### src/rtl/cond_code_unit_if.sv
// Controller-side bundle for the condition code unit: flag strobe, decode fields,
// ALU flags in; registered condition/PSR word and carry out.
interface cond_code_unit_if #(
    parameter int WIDTH = 16
);
    logic             codesComputed;
    logic [3:0]       opCode;
    logic [3:0]       opCodeExt;
    logic [3:0]       cond;
    logic [4:0]       aluFlags;
    logic [WIDTH-1:0] conCodesOut;
    logic             carryIn;

    modport master (
        output codesComputed, opCode, opCodeExt, cond, aluFlags,
        input  conCodesOut, carryIn
    );

    modport slave (
        input  codesComputed, opCode, opCodeExt, cond, aluFlags,
        output conCodesOut, carryIn
    );
endinterface

### src/rtl/cond_code_unit.sv
// Condition code unit: holds the PSR {N,Z,F,L,C} and registers cond evaluation.
// Optional macro FLAG_BYPASS_EN evaluates against the PSR being written this cycle.
module cond_code_unit #(
    parameter int WIDTH = 16
) (
    input  logic             clk,
    input  logic             reset,
    cond_code_unit_if.slave  bus
);
    // PSR bit positions
    localparam int F_N = 4;
    localparam int F_Z = 3;
    localparam int F_F = 2;
    localparam int F_L = 1;
    localparam int F_C = 0;

    localparam logic [4:0] CMP_MASK = 5'b11010;  // N, Z, L
    localparam logic [4:0] ARI_MASK = 5'b00101;  // F, C

    logic [4:0]       psr_q, psr_d;
    logic [WIDTH-1:0] out_q, out_d;
    logic             is_cmp;
    logic [4:0]       upd_mask;
    logic [4:0]       eval_psr;

    function automatic logic eval(input logic [4:0] f, input logic [3:0] c);
        logic n, z, fl, l, cy;
        n  = f[F_N];
        z  = f[F_Z];
        fl = f[F_F];
        l  = f[F_L];
        cy = f[F_C];
        case (c)
            4'b0000: eval = z;
            4'b0001: eval = !z;
            4'b0010: eval = cy;
            4'b0011: eval = !cy;
            4'b0100: eval = l;
            4'b0101: eval = !l;
            4'b0110: eval = n;
            4'b0111: eval = !n;
            4'b1000: eval = fl;
            4'b1001: eval = !fl;
            4'b1010: eval = !l && !z;
            4'b1011: eval = l || z;
            4'b1100: eval = !n && !z;
            4'b1101: eval = n || z;
            4'b1110: eval = 1'b1;
            default: eval = 1'b0;
        endcase
    endfunction

    always_comb begin
        is_cmp   = (bus.opCode == 4'b0000 && bus.opCodeExt == 4'b1011) || bus.opCode == 4'b1011;
        upd_mask = is_cmp ? CMP_MASK : ARI_MASK;
        psr_d    = psr_q;
        if (bus.codesComputed)
            psr_d = (psr_q & ~upd_mask) | (bus.aluFlags & upd_mask);
    end

`ifdef FLAG_BYPASS_EN
    assign eval_psr = psr_d;
`else
    assign eval_psr = psr_q;
`endif

    always_comb begin
        out_d      = '0;
        out_d[5:1] = eval_psr;
        out_d[0]   = eval(eval_psr, bus.cond);
    end

    always_ff @(posedge clk) begin
        if (reset) begin
            psr_q <= '0;
            out_q <= '0;
        end else begin
            psr_q <= psr_d;
            out_q <= out_d;
        end
    end

    assign bus.conCodesOut = out_q;
    assign bus.carryIn     = psr_q[F_C];
endmodule
### src/flat_wrapper.sv
// flat-port wrapper written by rule: the top's interface ports become plain ports
module cond_code_unit_flat 
#(
    parameter int WIDTH = 16
)
  (clk, reset, bus_codesComputed, bus_opCode, bus_opCodeExt, bus_cond, bus_aluFlags, bus_conCodesOut, bus_carryIn);
  cond_code_unit_if #(.WIDTH(WIDTH)) bus_i ();
  input  logic clk;
  input  logic reset;
  input wire logic [$bits(bus_i.codesComputed)-1:0] bus_codesComputed;
  input wire logic [$bits(bus_i.opCode)-1:0] bus_opCode;
  input wire logic [$bits(bus_i.opCodeExt)-1:0] bus_opCodeExt;
  input wire logic [$bits(bus_i.cond)-1:0] bus_cond;
  input wire logic [$bits(bus_i.aluFlags)-1:0] bus_aluFlags;
  output wire logic [$bits(bus_i.conCodesOut)-1:0] bus_conCodesOut;
  output wire logic [$bits(bus_i.carryIn)-1:0] bus_carryIn;
  assign bus_i.codesComputed = bus_codesComputed;
  assign bus_i.opCode = bus_opCode;
  assign bus_i.opCodeExt = bus_opCodeExt;
  assign bus_i.cond = bus_cond;
  assign bus_i.aluFlags = bus_aluFlags;
  assign bus_conCodesOut = bus_i.conCodesOut;
  assign bus_carryIn = bus_i.carryIn;
  cond_code_unit #(.WIDTH(WIDTH)) u_core (.clk(clk), .reset(reset), .bus(bus_i));
endmodule
### config.mk
export PLATFORM = sky130hd
export DESIGN_NAME = cond_code_unit_flat
export DESIGN_NICKNAME = d
export VERILOG_FILES = /design/src/rtl/cond_code_unit_if.sv /design/src/rtl/cond_code_unit.sv /design/src/flat_wrapper.sv
export SDC_FILE = /design/constraint.sdc
export NUM_CORES = 1
export LEC_CHECK = 0
export CORE_MARGIN = 10
export CORE_UTILIZATION = 37
export DETAILED_ROUTE_END_ITERATION = 8
export PLACE_DENSITY = 0.8
export SYNTH_ARGS = -nofsm -noshare
export SYNTH_HDL_FRONTEND = slang
export SYNTH_SLANG_ARGS = --single-unit
export TNS_END_PERCENT = 100
### constraint.sdc
create_clock -name clk -period 1.5 [get_ports clk]
set_input_delay 0.3 -clock clk [delete_from_list [all_inputs] [get_ports clk]]
set_output_delay 0.3 -clock clk [all_outputs]
set_load 0.01 [all_outputs]
==> reports/summary.md <==
The area share of the largest cell type after synthesis was 0.3391. TritonCTS built the clock tree. The logs give 623 for the vias after detailed routing and 119 for the number of placed cells counting well taps. The flow ran to the end, and the final reports show no timing, DRC or antenna violations. Distinct cell type count after synthesis: 26.

The source-to-sink clock delay at the later pin of the worst-skew pair is 280 ps, and the total power draw is 0.6630 mW. The logs give 1200 ps for the required arrival time at the worst endpoint and 3831 um^2 for the full die area. Walking the worst path, the cells encountered are clkdlybuf4s50_1.

The maximum net fanout on the critical path was 1; the instance area at placement was 912.1 um^2. Summed over all cells, the static leakage comes to 0.4672 nW. The logs give 0.6977 GHz for the maximum frequency from static timing analysis and 1 for the number of H-tree levels. The tightest min-delay check is of the flip-flop to flip-flop type.

Yosys synthesis warning count: 0. The worst setup path is captured at an output pin. The power density relative to cell area was 689.0 nW/um^2. The highest-delay cell along the critical path was clkdlybuf4s50_1.

Detailed route wirelength on metal2: 756 um. In this run the mean area of a mapped cell was 8.544 um^2. The detailed-routing iteration count for the pre-antenna-repair pass came out at 4. Final estimated routing congestion in global placement: 0.8246.

After synthesis, the cell types taking the most area are dfxtp_1, buf_4, mux2i_1, nor2b_1, nor2_1. The hold violation count in the final report is 0, and the clock-pin slew on the worst setup and hold paths is 70 ps. Subtracting the final worst setup slack from the clock period gives 1433 ps.

The delay of the slowest cell on the worst path is 550 ps, and the worst hold margin is 501.1 ps. The worst-case IR drop observed on VDD is 0.4235 mV. The run gives 962.2 um^2 as the post-route standard cell area excluding fillers.

Setup repair after global routing left no endpoint under its margin. The share of the cycle needed by the critical path after routing came out at 0.9556. The antenna violation net count after detailed routing came out at 0. The tools report the kind of launch point of the worst setup path as a flip-flop. The tools report the largest net degree at the start of global routing as 14.

For the final count of negative-setup-slack endpoints, the log shows 0. The leading cell type by number of instances after synthesis was dfxtp_1. The logs give 0.3844 for the initial core utilization and 37 for the number of top-level design ports. The critical path in this run is classified as flip-flop to output pin. The floorplan has 15 rows. The run gives 0 as the residual DRC count.

The data arrival time of the critical path was 1130 ps. After detailed routing, the wire length on met1 is 569 um. The run gives 649.4 um^2 as the mapped cell area. The top flip-flop cell by instance count after synthesis is dfxtp_1. The run gives 0.5696 as the utilization after layout. Dividing the detail-routed via count by the number of cells gives 5.065.

Critical path's top delay family: buffers and inverters. The routed design uses 301 um of met3 wire. The total CTS buffers is 3, and the number of filler cells placed in the layout is 165.

For the clock sink count, the log shows 11. The die is 61.90 um wide. Synthesis produced 76 cells. The area growth from synthesis to layout is 48.17%. In this run the post-CTS setup repair buffer count came out at 0. For the area of the core, the log shows 1689 um^2. The die is 61.90 um tall. The sum of routed wire length over all layers came out at 1651 um.

The tools report the sequential share of the synthesized area as 0.3391. The proportion of layout cells with a drive suffix above 1 was 0.1132; the number of design-rule violations left by the first detailed-router iteration was 4. In the final routed layout, each cell accounts on average for 13.42 um. The number of synthesized flops with an enable pin works out to 0. Number of buffers and inverters on the critical path: 1.

The first global-routing pass estimated 2484 um of wire. After legalization and detailed placement, the total HPWL measured 1353 um. The library cell with the largest summed area after synthesis is dfxtp_1.

The post-route clock skew is 3.354 ps, and the final layout net count is 127. The number of standard cells in the layout, taps in and fillers out is 123. The number of inserted diodes is 0, and the share of flip-flops with an asynchronous set or reset is 0. After synthesis, the most frequently instantiated cells are dfxtp_1, buf_4, nor2_1. The logs give 0 for the initial antenna violation count and 0.08986 for the global router's overall resource usage.

The run gives 2 as the maximum clock insertion buffer count. For this run the aggregate overflow at the end of global routing stands at 0. The total count of max-transition violations in the final report came out at 0.

In this run the tool buffered the top-level ports with 26 buffer cells. Clock tree synthesis selected as its root buffer the cell clkbuf_4. After detailed routing, no signal wire sits above met4. The synthesized flop and latch total is 11.

The number of maximum-capacitance violations is 0. The number of global-route vias before repair was 578.
==> routing by layer <==
layer	vias to the layer above	GRT usage
li1	307	-
met3	4	0.07317
met1	274	0.07773
met2	38	0.1479
met4	0	0.04140
met5	-	0
==> power by group <==
group / total (mW) / internal (mW) / switching (mW)
sequential: 0.307 / 0.302 / 0.00576
combinational: 0.148 / 0.0848 / 0.0633
clock: 0.208 / 0.103 / 0.104
total: 0.663 / 0.490 / 0.173
==> path summary, 6_finish.rpt <==
path,depth (start not counted),start,slack [ps],end
hold / removal,1,flip-flop,500,u_core.bus.conCodesOut[3]$_SDFF_PP0_
setup reg to reg,5,flip-flop,210,u_core.bus.conCodesOut[0]$_SDFF_PP0_
setup / recovery,1,u_core.bus.conCodesOut[1]$_SDFF_PP0_,70,bus_conCodesOut[1]
hold reg to reg,1,flip-flop,500,u_core.bus.conCodesOut[3]$_SDFF_PP0_
==> cell usage in the layout (no fill, tap or decap), types with 2 or more instances in the layout <==
master	n
clkbuf_4	3
dfxtp_1	11
mux2i_1	6
o21ai_0	3
buf_4	6
dlymetal6s2s_1	8
a21oi_1	4
nand4b_1	2
nor3b_1	2
dlygate4sd2_1	2
conb_1	10
o31ai_1	2
nor2b_1	5
nand2_1	4
nor4b_1	2
clkdlybuf4s50_1	16
nor2_1	7
==> stage by stage <==
step / TNS, ps / setup slack, ps
final: 0 / 66.64
after global routing: 0 / 10.15
after CTS: 0 / 3.402
after detailed placement: -1599 / -324.1
after global placement: -1367 / -283.9
after floorplan: 0 / 147.2
==> final cells by class <==
type / instances / area [um^2] / share of cell area
well taps: 17 / 21.27 / 0.02211
clock buffers: 4 / 26.28 / 0.02731
multi-input cells: 59 / 371.6 / 0.3862
flip-flops and latches: 11 / 220.2 / 0.2289
repair buffers: 32 / 322.8 / 0.3355
==> worst reg2reg max path, delay by kind of cell (launching register included) <==
| kind | cells | cell delay (ps) |
|---|---|---|
| AO/OA/AOI/OAI | 2 | 350 |
| flip-flops | 1 | 400 |
| AND/OR/NAND/NOR | 1 | 180 |
| multiplexers | 1 | 110 |
| XOR/XNOR | 1 | 130 |
==> cells by family after synthesis <==
| logic type | count (synthesis) | share of synthesized area |
|---|---|---|
| other | 1 | 0.005775 |
| AO/OA/AOI/OAI | 13 | 0.1214 |
| multiplexers | 6 | 0.09249 |
| buffers and inverters | 15 | 0.1503 |
| XOR/XNOR | 1 | 0.01349 |
| AND/OR/NAND/NOR | 29 | 0.2775 |
| flip-flops | 11 | 0.3391 |
==> timing repair <==
action,CTS,global route
hold endpoints to repair,0,0
hold buffers,0,0
cloned,0,0
pin swaps,0,5
resized for setup,3,9
endpoints found under the setup margin,3,4
(Power assumes the default switching activity.)
